## src/rtl/ct_ciu_snb_pkg.sv

```systemverilog
// Shared definitions for the SNB snoop AC/CR channel controller.
// Holds bus widths, field offsets and the AC bus packing helper.
package ct_ciu_snb_pkg;

  localparam int SID_W     = 5;
  localparam int SID_NUM   = 1 << SID_W;
  localparam int TYPE_W    = 5;
  localparam int RESP_W    = 5;
  localparam int ADDR_W    = 40;

  localparam int AC_WIDTH  = 55;
  localparam int CRR_WIDTH = 10;

  localparam int AC_TYPE_LSB = 0;
  localparam int AC_SID_LSB  = 5;
  localparam int AC_ADDR_LSB = 10;
  localparam int AC_RSVD_LSB = 50;

  localparam int CR_RESP_LSB = 0;
  localparam int CR_SID_LSB  = 5;

  typedef struct packed {
    logic [AC_WIDTH-AC_RSVD_LSB-1:0] rsvd;
    logic [ADDR_W-1:0]               addr;
    logic [SID_W-1:0]                sid;
    logic [TYPE_W-1:0]               typ;
  } ac_bus_t;

  typedef struct packed {
    logic [SID_W-1:0]  sid;
    logic [RESP_W-1:0] resp;
  } cr_bus_t;

  function automatic logic [AC_WIDTH-1:0] pack_ac(
    input logic [ADDR_W-1:0] addr,
    input logic [SID_W-1:0]  sid,
    input logic [TYPE_W-1:0] typ
  );
    ac_bus_t b;
    b.rsvd = '0;
    b.addr = addr;
    b.sid  = sid;
    b.typ  = typ;
    return b;
  endfunction

endpackage

```

## src/rtl/ct_ciu_snb_sid_track.sv

```systemverilog
// Outstanding snoop tracker: one pending bit per sid plus a count.
// Ports: clk/rst, set_vld/set_sid, clr_vld/clr_sid, q_sid;
//        hit (pending[clr_sid]), pend (pending[q_sid]), cnt.
module ct_ciu_snb_sid_track
  import ct_ciu_snb_pkg::*;
#(
  parameter int CNT_W = 6
) (
  input  logic             clk,
  input  logic             rst,
  input  logic             set_vld,
  input  logic [SID_W-1:0] set_sid,
  input  logic             clr_vld,
  input  logic [SID_W-1:0] clr_sid,
  input  logic [SID_W-1:0] q_sid,
  output logic             hit,
  output logic             pend,
  output logic [CNT_W-1:0] cnt
);

  logic [SID_NUM-1:0] r_pending;
  logic [CNT_W-1:0]   r_cnt;
  logic [SID_NUM-1:0] w_pend_nxt;
  logic               w_clr;

  assign hit   = r_pending[clr_sid];
  assign pend  = r_pending[q_sid];
  assign cnt   = r_cnt;
  // A clear only counts when the sid was pending before this cycle.
  assign w_clr = clr_vld & hit;

  // Clear first, then set: a same-cycle set always wins.
  always_comb begin
    w_pend_nxt = r_pending;
    if (w_clr)
      w_pend_nxt[clr_sid] = 1'b0;
    if (set_vld)
      w_pend_nxt[set_sid] = 1'b1;
  end

  always_ff @(posedge clk) begin
    if (rst) begin
      r_pending <= '0;
      r_cnt     <= '0;
    end else begin
      r_pending <= w_pend_nxt;
      unique case ({set_vld, w_clr})
        2'b10:   r_cnt <= r_cnt + CNT_W'(1);
        2'b01:   r_cnt <= r_cnt - CNT_W'(1);
        default: r_cnt <= r_cnt;
      endcase
    end
  end

endmodule

```

## src/rtl/ct_ciu_snb_ac_cr_ctrl.sv

```systemverilog
// Per-SNB snoop channel controller: AC producer and CR consumer to PIU.
// Ports: snpq_ac_* in / grant out; snb_piu_ac* to PIU; piu_snb_cr_* in;
//        snb_snpq_cr_* to snpq; outstanding count, sticky sid error, idle.
module ct_ciu_snb_ac_cr_ctrl
  import ct_ciu_snb_pkg::*;
#(
  parameter int MAX_OUTSTD = 8,
  parameter int CNT_W      = 6,
  parameter int PA_W       = 40
) (
  input  logic                 forever_cpuclk,
  input  logic                 cpurst,
  input  logic                 snpq_ac_req,
  input  logic [SID_W-1:0]     snpq_ac_sid,
  input  logic [TYPE_W-1:0]    snpq_ac_type,
  input  logic [PA_W-1:0]      snpq_ac_addr,
  output logic                 snpq_ac_grant,
  output logic                 snb_piu_acvalid,
  output logic [AC_WIDTH-1:0]  snb_piu_acbus,
  input  logic                 piu_snb_ac_grant,
  input  logic                 piu_snb_cr_req,
  input  logic [CRR_WIDTH-1:0] piu_snb_cr_bus,
  output logic                 snb_piu_cr_grant,
  output logic                 snb_snpq_cr_vld,
  output logic [SID_W-1:0]     snb_snpq_cr_sid,
  output logic [RESP_W-1:0]    snb_snpq_cr_resp,
  input  logic                 snpq_snb_cr_rdy,
  output logic [CNT_W-1:0]     snb_ac_outstd_cnt,
  output logic                 snb_cr_sid_err,
  output logic                 snb_ac_cr_idle
);

  logic                r_acvalid;
  logic [SID_W-1:0]    r_ac_sid;
  logic [TYPE_W-1:0]   r_ac_type;
  logic [ADDR_W-1:0]   r_ac_addr;

  logic                r_cr_vld;
  logic [SID_W-1:0]    r_cr_sid;
  logic [RESP_W-1:0]   r_cr_resp;
  logic                r_sid_err;

  logic                w_slot_free;
  logic                w_ac_hs;
  logic                w_ac_take;
  logic                w_same_staged;
  logic                w_q_pend;
  logic                w_room;
  logic [CNT_W:0]      w_inflight;
  logic [CNT_W-1:0]    w_cnt;

  cr_bus_t             w_cr;
  logic                w_cr_grant;
  logic                w_cr_hit;
  logic                w_cr_fwd;

  assign w_cr = cr_bus_t'(piu_snb_cr_bus);

  ct_ciu_snb_sid_track #(
    .CNT_W (CNT_W)
  ) u_sid_track (
    .clk     (forever_cpuclk),
    .rst     (cpurst),
    .set_vld (w_ac_hs),
    .set_sid (r_ac_sid),
    .clr_vld (w_cr_grant),
    .clr_sid (w_cr.sid),
    .q_sid   (snpq_ac_sid),
    .hit     (w_cr_hit),
    .pend    (w_q_pend),
    .cnt     (w_cnt)
  );

  // AC side
  assign w_slot_free   = ~r_acvalid | piu_snb_ac_grant;
  assign w_ac_hs       = r_acvalid & piu_snb_ac_grant;
  assign w_same_staged = r_acvalid & (r_ac_sid == snpq_ac_sid);
  // The staged entry is counted so issue never overshoots the limit.
  assign w_inflight    = {1'b0, w_cnt} + {{CNT_W{1'b0}}, r_acvalid};
  assign w_room        = w_inflight < (CNT_W+1)'(MAX_OUTSTD);
  assign w_ac_take     = snpq_ac_req & w_slot_free & ~w_q_pend
                       & ~w_same_staged & w_room;

  always_ff @(posedge forever_cpuclk) begin
    if (cpurst) begin
      r_acvalid <= 1'b0;
      r_ac_sid  <= '0;
      r_ac_type <= '0;
      r_ac_addr <= '0;
    end else if (w_ac_take) begin
      r_acvalid <= 1'b1;
      r_ac_sid  <= snpq_ac_sid;
      r_ac_type <= snpq_ac_type;
      r_ac_addr <= ADDR_W'(snpq_ac_addr);
    end else if (w_ac_hs) begin
      r_acvalid <= 1'b0;
    end
  end

  // CR side
  assign w_cr_grant = piu_snb_cr_req & (~r_cr_vld | snpq_snb_cr_rdy);
  assign w_cr_fwd   = w_cr_grant & w_cr_hit;

  always_ff @(posedge forever_cpuclk) begin
    if (cpurst) begin
      r_cr_vld  <= 1'b0;
      r_cr_sid  <= '0;
      r_cr_resp <= '0;
      r_sid_err <= 1'b0;
    end else begin
      if (w_cr_fwd) begin
        r_cr_vld  <= 1'b1;
        r_cr_sid  <= w_cr.sid;
        r_cr_resp <= w_cr.resp;
      end else if (snpq_snb_cr_rdy) begin
        r_cr_vld  <= 1'b0;
      end
      // Stray CR: consumed, dropped, flagged until reset.
      if (w_cr_grant & ~w_cr_hit)
        r_sid_err <= 1'b1;
    end
  end

  assign snpq_ac_grant     = w_ac_take;
  assign snb_piu_acvalid   = r_acvalid;
  assign snb_piu_acbus     = pack_ac(r_ac_addr, r_ac_sid, r_ac_type);
  assign snb_piu_cr_grant  = w_cr_grant;
  assign snb_snpq_cr_vld   = r_cr_vld;
  assign snb_snpq_cr_sid   = r_cr_sid;
  assign snb_snpq_cr_resp  = r_cr_resp;
  assign snb_ac_outstd_cnt = w_cnt;
  assign snb_cr_sid_err    = r_sid_err;
  assign snb_ac_cr_idle    = ~r_acvalid & (w_cnt == '0) & ~r_cr_vld;

endmodule

```

## config.mk

```make
export PLATFORM = sky130hd
export DESIGN_NAME = ct_ciu_snb_ac_cr_ctrl
export DESIGN_NICKNAME = d
export VERILOG_FILES = /design/src/rtl/ct_ciu_snb_pkg.sv /design/src/rtl/ct_ciu_snb_sid_track.sv /design/src/rtl/ct_ciu_snb_ac_cr_ctrl.sv
export SDC_FILE = /design/constraint.sdc
export NUM_CORES = 1
export LEC_CHECK = 0
export CAP_MARGIN = 5
export CORE_UTILIZATION = 45
export DETAILED_ROUTE_END_ITERATION = 6
export GPL_TIMING_DRIVEN = 0
export PLACE_DENSITY = 0.87
export SYNTH_ARGS = -nofsm -noshare
export SYNTH_HDL_FRONTEND = slang
export SYNTH_SLANG_ARGS = --single-unit
```

## constraint.sdc

```tcl
create_clock -name forever_cpuclk -period 4.7 [get_ports forever_cpuclk]
set_input_delay 0.94 -clock forever_cpuclk [delete_from_list [all_inputs] [get_ports forever_cpuclk]]
set_output_delay 0.94 -clock forever_cpuclk [all_outputs]
set_load 0.005 [all_outputs]
```

# Word-level counts from Yosys, hierarchy flattened
# Index checks and enable logic that the tools add are counted.
[totals]
ff_bits = 101
inputBits = 66
out_inout_bits = 77
[op_classes]
n_addsub = 3
n_lt_le_gt_ge = 6
n_eq_ne = 3
muxes = 15
n_bitwise = 21
reduce_logical = 6
[ops]
columns = ["cell", "count"]
rows = [
  ["$mux 32", 2],
  ["$and 32x32->32", 1],
  ["$not 32->32", 1],
  ["$or 32x32->32", 1],
  ["$lt 5x6->1 const B", 3],
  ["$pmux 6 s2", 1],
  ["$and 1x1->1", 11],
  ["$bmux 1 s5", 2],
  ["$demux 1 s5", 2],
  ["$ge 5x1->1 const B", 2],
  ["$mux 1", 8],
  ["$add 6x1->7", 1],
  ["$lt 7x4->1 const B", 1],
  ["$add 6x1->6 const B", 1],
  ["$logic_not 6->1", 1],
  ["$reduce_bool 2->1", 3],
  ["$sub 6x1->6 const B", 1],
  ["$eq 5x5->1", 1],
  ["$not 1->1", 5],
  ["$eq 2x1->1 const B", 1],
  ["$eq 2x2->1 const B", 1],
  ["$logic_and 1x1->1", 2],
  ["$or 1x1->1", 2],
]

# Logic depth before layout (Yosys ltp)
# Gate-level depths: netlist (run 1).
[logic_depth]
ltp_word = 9
depth_mapped = 17
mapped_depth_nobuf = 13

# Cells and area by module
# Synthesis (run 1) repeated with hierarchy kept, for this count alone.
[hier_totals]
cells_unflattened = 591
hier_area_um2 = 5422.7
[by_module_without_submodules]
columns = ["mod", "n_inst", "cells_each", "area_each_um2"]
rows = [
  ["ct_ciu_snb_ac_cr_ctrl", 1, 282, 2865.2],
  ["ct_ciu_snb_sid_track", 1, 309, 2557.5],
]

# Least setup slack after synthesis (run 1)
# OpenSTA, ideal clock, no wires.
[synth_path]
kind = "input port to flip-flop"
start = "input piu_snb_cr_bus[8]"
end = "register u_sid_track.r_cnt[4], in the netlist u_sid_track.cnt[4]"
t_arrival_ns = 3.834
required_time_ns = 4.579
setup_slack_ns = 0.746
path_stages = 13
path_buffers = 3
cell_sequence = "buf_2 or3b_2 o32ai_1 o21bai_1 a41o_1 inv_1 buf_2 ha_1 clkbuf_1 clkinv_1 a211o_1 a41oi_1 mux2_2"
[synth_via]
elab_chain_cells = 5
elab_cells_between_ends = 7
[synth_rtl]
columns = ["item", "line_no", "rtl"]
rows = [
  ["start: declaration", "ct_ciu_snb_ac_cr_ctrl.sv:22", "input logic [CRR_WIDTH-1:0] piu_snb_cr_bus,"],
  ["$bmux 1 s5 *", "ct_ciu_snb_sid_track.sv:26", "assign hit = r_pending[clr_sid];"],
  ["$mux 1 (implied by the code) *", "ct_ciu_snb_sid_track.sv:26", ""],
  ["$and 1x1->1 *", "ct_ciu_snb_sid_track.sv:30", "assign w_clr = clr_vld & hit;"],
  ["via u_sid_track.w_clr", "ct_ciu_snb_sid_track.sv:24", "logic w_clr;"],
  ["$eq 2x1->1 / $eq 2x2->1 (equally long branches)", "ct_ciu_snb_sid_track.sv:47", "unique case ({set_vld, w_clr})"],
  ["$pmux 6 s2 / $reduce_bool 2->1 (equally long branches)", "n/a", ""],
  ["end signal: assignment", "ct_ciu_snb_sid_track.sv:48", "2'b10: r_cnt <= r_cnt + CNT_W'(1);"],
  ["end signal: assignment", "ct_ciu_snb_sid_track.sv:49", "2'b01: r_cnt <= r_cnt - CNT_W'(1);"],
  ["end signal: assignment", "ct_ciu_snb_sid_track.sv:50", "default: r_cnt <= r_cnt;"],
  ["end: declaration", "ct_ciu_snb_sid_track.sv:22", "logic [CNT_W-1:0] r_cnt;"],
]
# Mark *: on every way through the listed nets, which the timed path passes. The rest lies on a longest branch. The select of a mux whose other input is x is not followed.
# A chain may end at the register's enable or synchronous reset.

# Final worst setup path (run 1)
[layout_path]
start = "input piu_snb_cr_bus[6]"
end = "register u_sid_track.r_cnt[4], in the netlist u_sid_track.cnt[4]"
# The elaborated chain is that of the path after synthesis.

==> results.sh, run 1 <==
export IMPL_status="complete, no violations"
export IMPL_cts_hold_buf=0
export IMPL_post_drt_wl_per_cell_um=16.9
export IMPL_die_w_um=105
export IMPL_drt_pass1_iter_count=5
export IMPL_max_vdd_ir_drop_mv=0.155
export IMPL_fin_crit_sh=0.950
export IMPL_die_area_um2=11100
export IMPL_p_total_mw=1.79
export IMPL_syn_area_um2=4820
export IMPL_yosysWarnings=0
export IMPL_io_buffers=131
export IMPL_grt_overflow=0
export IMPL_reg2reg_slack_ns=1.29
export IMPL_rsz0062_at_grt="no"
export IMPL_core_area_um2=10400
export IMPL_grt_pass1_vias=4555
export IMPL_grt_use_met3=0.0625
export IMPL_post_cts_buffers=0
export IMPL_drt_iter0_drc=295
export IMPL_dp_cells=801
export IMPL_io_pins=143
export IMPL_antenna_found_initial=0
export IMPL_cts_tree="built"
export IMPL_worstPathArrival_ns=4.73
export IMPL_ant_nets=0
export IMPL_synthTopCellsByArea="dfxtp_1 42%, mux2i_1 15%, nor2_1 5.1%, mux4_1 4.9%, a21oi_1 4.9%"
export IMPL_clock_sinks=101
export IMPL_cp_required_ns=4.97
export IMPL_yosysTopAreaCell="dfxtp_1"
export IMPL_yosysMostFrequentCell="dfxtp_1"
export IMPL_cts_made_buffers=9
export IMPL_ys_seq_area_frac=0.420
export IMPL_gp_congestion=0.921
export IMPL_finalSetupViolations=0
export IMPL_avgViaCountPerCell=5.53
export IMPL_use_met2=0.434
export IMPL_use_met1=0.287
export IMPL_relSlewSlack=0.138
export IMPL_grt_pass1_wl_um=22100
export IMPL_maxSlewViolCount=0
export IMPL_final_setup_tns_ns=0
export IMPL_clockPowerShare=0.330
export IMPL_fmax_ghz=0.224
export IMPL_num_rows=37
export IMPL_nets=743
export IMPL_skew_ns=0.0135
export IMPL_p_seq_frac=0.509
export IMPL_yosys_area_top_type_share=0.420
export IMPL_syn2layout_area_growth_pct=35.6
export IMPL_start_util=0.465
export IMPL_switching_share=0.260
export IMPL_clk_path_buf_depth=2
export IMPL_wl_um=13800
export IMPL_cts_max_level=3
export IMPL_synthArstFlopShare=0
export IMPL_vias=4514
export IMPL_cts_reportedPaths_clkPinSlew_ns=0.10
export IMPL_power_density_nw_per_um2=273
export IMPL_n_antenna_cell=0
export IMPL_hold_viol=0
export IMPL_cp_max_fo=10
export IMPL_clk_latency_ns=0.37
export IMPL_tightest_slew_ns=1.28
export IMPL_synth_edf_count=0
export IMPL_die_h_um=105
export IMPL_synth_cell_type_count=50
export IMPL_fin_cells=816
export IMPL_ys_flop_type="dfxtp_1"
export IMPL_ys_ff_latch=101
export IMPL_avgSynthCellArea_um2=9.09
export IMPL_track_usage=0.249
export IMPL_design_area_um2=6530
export IMPL_endpoint_kind="flip-flop"
export IMPL_crit_type="in -> reg"
export IMPL_cts_root_buf="clkbuf_8"
export IMPL_comb_power_share=0.161
export IMPL_drive_gt1_frac=0.0721
export IMPL_p_leak_nw=2.58
export IMPL_worst_hold_slack_ns=0.475
export IMPL_synthCells=530
export IMPL_drc_errors=0
export IMPL_p_switching_uw=464
export IMPL_layout_min_cycle_time_ns=4.47
export IMPL_placed_area_um2=6310
export IMPL_hp_class="reg -> reg"
export IMPL_grt_busiest_layer="met2"
export IMPL_synth_common_cells="101 x dfxtp_1, 71 x mux2i_1, 66 x nor2_1"
export IMPL_cts_resized=0
export IMPL_max_cap_violations=0
export IMPL_final_fill_count=854
export IMPL_intPower_mw=1.32
export IMPL_start_kind="input port"
export IMPL_grt_max_degree=19
export IMPL_dp_hpwl_um=10100
## cell type report
cell class / count / area, um2 / area share
Inverter: 7 / 26.3 / 0.00402
Clock buffer: 10 / 138 / 0.0211
Sequential cell: 101 / 2020 / 0.310
Clock inverter: 6 / 76.3 / 0.0117
Multi-Input combinational cell: 381 / 2530 / 0.387
Buffer: 44 / 260 / 0.0398
Tap cell: 136 / 170 / 0.0260
Timing Repair Buffer: 131 / 1310 / 0.201
## final timing paths
kind | cells past startpoint | to | from
setup / recovery | 14 | u_sid_track.cnt[4] | piu_snb_cr_bus[6]
hold / removal | 2 | snb_snpq_cr_sid[4] | snb_snpq_cr_sid[4]
setup reg to reg | 13 | u_sid_track.cnt[4] | u_sid_track.r_pending[22]
hold reg to reg | 2 | snb_snpq_cr_sid[4] | snb_snpq_cr_sid[4]
## registers in the layout, indices dropped and copies added, names as in the netlist
| register | cells |
|---|---|
| snb_snpq_cr_vld | 1 |
| snb_cr_sid_err | 1 |
| r_ac_addr | 40 |
| r_ac_sid | 5 |
| snb_piu_acvalid | 1 |
| r_ac_type | 5 |
| u_sid_track.cnt | 6 |
| snb_snpq_cr_sid | 5 |
| u_sid_track.r_pending | 32 |
| snb_snpq_cr_resp | 5 |
## worst max-delay path: stages
cell and delay [ns]:
clkdlybuf4s50_1 0.53, buf_4 0.25, mux2i_1 0.27, nor3_1 0.10, o41ai_2 0.38, a41o_1 0.28
inv_1 0.14, buf_2 0.23, ha_1 0.34, xor2_1 0.18, ha_1 0.23, a211o_1 0.23
a41oi_1 0.26, mux2_2 0.36
## stage by stage
step,setup slack (ns),util
after floorplan,0.746,-
after global placement,-0.257,0.609
after detailed placement,-0.315,0.609
after CTS,0.0778,0.629
after global routing,0.00174,0.630
final,0.234,0.630
## layer usage
layer	wire, um	share of wire	vias to the layer above
met1	5330	0.39	2093
met2	6780	0.49	230
li1	-	-	2146
met4	455	0.033	0
met3	1240	0.090	45
met5	0	0	-
## placed cells by master (no fill, tap or decap), types with 4 or more instances in the layout
cell type	Yosys	final
nor2_1	66	66
nor3_1	10	10
conb_1	1	5
or3_1	4	4
nand3_1	10	10
clkdlybuf4s50_1	0	131
o21ai_0	35	35
a21oi_1	47	47
mux2i_1	71	71
xor2_1	5	5
nand2b_1	5	5
nand2_1	55	55
buf_4	6	6
clkbuf_8	2	12
buf_6	6	6
nand3b_1	7	7
dfxtp_1	101	101
inv_1	5	5
mux4_1	9	9
clkbuf_1	25	23
xnor2_1	4	4
nor3b_1	7	7
buf_2	5	5
o32ai_1	6	6
## power groups by stage
stage | clock network [mW] | logic [mW] | registers (mW)
final | 0.590 | 0.288 | 0.908
after global placement | 0 | 0.278 | 0.925
after CTS | 0.598 | 0.287 | 0.909
after detailed placement | 0 | 0.286 | 0.928
after floorplan | 0 | 0.134 | 0.928
after global routing | 0.627 | 0.309 | 0.913
## kinds of logic (layout without fill, tap and decap cells)
group / count (synthesis) / in the layout / synth area share
AND/OR/NAND/NOR: 177 / 177 / 0.168
flip-flops: 101 / 101 / 0.420
buffers and inverters: 52 / 198 / 0.0600
AO/OA/AOI/OAI: 106 / 106 / 0.126
other: 1 / 5 / 0.000778
multiplexers: 82 / 82 / 0.204
adder cells (fa/ha/maj): 2 / 2 / 0.00519
XOR/XNOR: 9 / 9 / 0.0164
Power figures use the tool's default switching activity.
==> run 2: changes to the inputs <==
--- a/config.mk
+++ b/config.mk
@@ -6,7 +6,9 @@
 export NUM_CORES = 1
 export LEC_CHECK = 0
 export CAP_MARGIN = 5
-export CORE_UTILIZATION = 45
+export CELL_PAD_IN_SITES_DETAIL_PLACEMENT = 0
+export CELL_PAD_IN_SITES_GLOBAL_PLACEMENT = 1
+export CORE_UTILIZATION = 32
 export DETAILED_ROUTE_END_ITERATION = 6
 export GPL_TIMING_DRIVEN = 0
 export PLACE_DENSITY = 0.87
==> constraint.sdc (replaced) <==
create_clock -name forever_cpuclk -period 3.7 [get_ports forever_cpuclk]
set_input_delay 0.74 -clock forever_cpuclk [delete_from_list [all_inputs] [get_ports forever_cpuclk]]
set_output_delay 0.74 -clock forever_cpuclk [all_outputs]
set_load 0.005 [all_outputs]
==> run 2 against run 1 <==
Net effect:
- critical endpoint unchanged
- wire length rose by 4.5%
- final cell count rose by 7.0%
- register-to-register slack got worse by 0.64 ns
- combinational power rose by 30%
- cell area rose by 3.9%
- total power rose by 38%
- non-clock buffer count rose by 9
- count of clock-buffer cells in the layout rose by 1
- clock skew fell by 0.0064 ns
- largest cell class unchanged
- worst setup slack got worse by 0.13 ns
- critical path type unchanged
- highest routed layer unchanged
==> results.sh, run 2 (same netlist as run 1, synthesis figures left out) <==
export IMPL_status="complete, no violations"
export IMPL_hold_depth=2
export IMPL_crit_family="compound AO/OA/AOI/OAI gates"
export IMPL_critPathSlowestCell="o41ai_2"
export IMPL_cts_reportedPaths_clkPinSlew_ns=0.06
export IMPL_endpoint_kind="flip-flop"
export IMPL_tightest_slew_ns=1.30
export IMPL_switching_share=0.240
export IMPL_layout_min_cycle_time_ns=3.60
export IMPL_use_met1=0.215
export IMPL_die_w_um=125
export IMPL_hold_viol=0
export IMPL_fmax_ghz=0.278
export IMPL_cp_required_ns=3.94
export IMPL_vias=4527
export IMPL_slowest_delay_ns=0.37
export IMPL_drt_iter0_drc=261
export IMPL_p_seq_frac=0.467
export IMPL_worst_hold_slack_ns=0.466
export IMPL_n_antenna_cell=0
export IMPL_worstPathArrival_ns=3.84
export IMPL_comb_power_share=0.151
export IMPL_gp_congestion=0.842
export IMPL_intPower_mw=1.88
export IMPL_relSlewSlack=0.134
export IMPL_cts_hold_buf=0
export IMPL_power_density_nw_per_um2=364
export IMPL_path_buf_inv=4
export IMPL_p_switching_uw=593
export IMPL_post_drt_wl_per_cell_um=16.5
export IMPL_core_area_um2=14600
export IMPL_nets=752
export IMPL_syn2layout_area_growth_pct=41.0
export IMPL_start_kind="input port"
export IMPL_clk_latency_ns=0.35
export IMPL_cts_max_level=3
export IMPL_drc_errors=0
export IMPL_die_area_um2=15500
export IMPL_drive_gt1_frac=0.0929
export IMPL_grt_use_met3=0.0490
export IMPL_track_usage=0.187
export IMPL_skew_ns=0.00714
export IMPL_min_to="snb_snpq_cr_sid[4]"
export IMPL_p_total_mw=2.47
export IMPL_worstRegToRegCells=13
export IMPL_drt_pass1_iter_count=6
export IMPL_cts_tree="built"
export IMPL_grt_overflow=0
export IMPL_grt_max_degree=16
export IMPL_avgViaCountPerCell=5.19
export IMPL_clockPowerShare=0.382
export IMPL_io_pins=143
export IMPL_crit_top_cell="buf_6"
export IMPL_fin_crit_sh=0.973
export IMPL_grt_pass1_vias=4568
export IMPL_final_cell_mix="128 x clkdlybuf4s50_1, 101 x dfxtp_1, 69 x mux2i_1"
export IMPL_mostFrequentLayoutCell="clkdlybuf4s50_1"
export IMPL_cp_cell_sequence="clkdlybuf4s15_1, buf_6, mux2i_4, nor3_1, o41ai_2, a41o_1, inv_2, buf_6, ha_4, xor2_1, ha_1, and3_1, o21ai_0, a41oi_2, mux2_2"
export IMPL_dp_hpwl_um=10500
export IMPL_clock_sinks=101
export IMPL_cts_made_buffers=9
export IMPL_reg2reg_to="u_sid_track.cnt[4]"
export IMPL_wl_um=14400
export IMPL_hp_start="snb_snpq_cr_sid[4]"
export IMPL_grt_pass1_wl_um=23200
export IMPL_p_leak_nw=2.65
export IMPL_regToRegStartpoint="u_sid_track.r_pending[13]"
export IMPL_maxSlewViolCount=0
export IMPL_regMostFlops="r_ac_addr"
export IMPL_finalSetupViolations=0
export IMPL_largest_reg_flops=40
export IMPL_reg2reg_slack_ns=0.65
export IMPL_clk_path_buf_depth=2
export IMPL_hp_class="reg -> reg"
export IMPL_max_vdd_ir_drop_mv=0.320
export IMPL_io_buffers=131
export IMPL_cp_max_fo=10
export IMPL_use_met2=0.330
export IMPL_crit_type="in -> reg"
export IMPL_max_cap_violations=0
export IMPL_ant_nets=0
export IMPL_die_h_um=125
export IMPL_start_util=0.330
export IMPL_cts_root_buf="clkbuf_16"
export IMPL_antenna_found_initial=0
export IMPL_grt_busiest_layer="met2"
export IMPL_num_rows=44
[run 2: repair_timing]
item                                    4_1_cts  5_1_grt
cloned                                        0        0
buffers inserted                              6        2
gates resized for setup                      17        5
pin swaps                                     3        3
endpoints found under the setup margin        6        4
[run 2: stage by stage]
stage / cells / worst slack (ns) / util / instance area (um2) / TNS, ns
floorplan: 534 / 0.0440 / - / 4830 / 0
global placement: 849 / -1.01 / 0.437 / 6380 / -4.25
detailed placement: 849 / -1.05 / 0.437 / 6380 / -5.16
CTS: 870 / 0.0175 / 0.463 / 6750 / 0
global route: 873 / -0.00647 / 0.465 / 6790 / -0.00647
finish: 873 / 0.100 / 0.465 / 6790 / 0
[run 2: worst reg2reg max path, cell delays in order, from the launching register on]
cell and delay [ns]:
dfxtp_1 0.35, mux2i_4 0.17, nor3_1 0.09, o41ai_2 0.37
a41o_1 0.30, inv_2 0.10, buf_6 0.16, ha_4 0.20
xor2_1 0.15, ha_1 0.22, and3_1 0.19, o21ai_0 0.21
a41oi_2 0.14, mux2_2 0.29
[run 2: cell type report]
type                       count  area [um2]
inverter                       7        27.5
sequential                   101        2020
multi-input combinational    381        2560
clock buffer                  11         243
buffer                        44         279
timing repair buffer         140        1370
clock inverter                 5        50.0
fill                        1400        7800
tap                          184         230
[run 2: layer usage]
metal / vias to the layer above / wire, um
met3: 26 / 903
met1: 2192 / 5930
met4: 0 / 286
met2: 156 / 7310
li1: 2153 / -
met5: - / 0
[run 2: how the worst max path moves through the flow]
stage          slack [ns]              start            endpoint  cells past startpoint
2_1_floorplan        0.04  piu_snb_cr_bus[8]  u_sid_track.cnt[4]                     15
3_3_place_gp        -1.01  piu_snb_cr_bus[6]  u_sid_track.cnt[4]                     15
3_5_place_dp        -1.05  piu_snb_cr_bus[6]  u_sid_track.cnt[4]                     15
4_1_cts              0.02  piu_snb_cr_bus[6]  u_sid_track.cnt[4]                     15
5_1_grt            -0.006  piu_snb_cr_bus[6]  u_sid_track.cnt[4]                     16
6_report             0.10  piu_snb_cr_bus[6]  u_sid_track.cnt[4]                     15
[run 2: power groups by stage]
stage	sequential, mW	combinational (mW)	clock [mW]
after global routing	1.16	0.402	1.01
final	1.15	0.373	0.945
after detailed placement	1.18	0.364	0
after floorplan	1.18	0.170	0
after global placement	1.18	0.357	0
after CTS	1.15	0.373	0.966
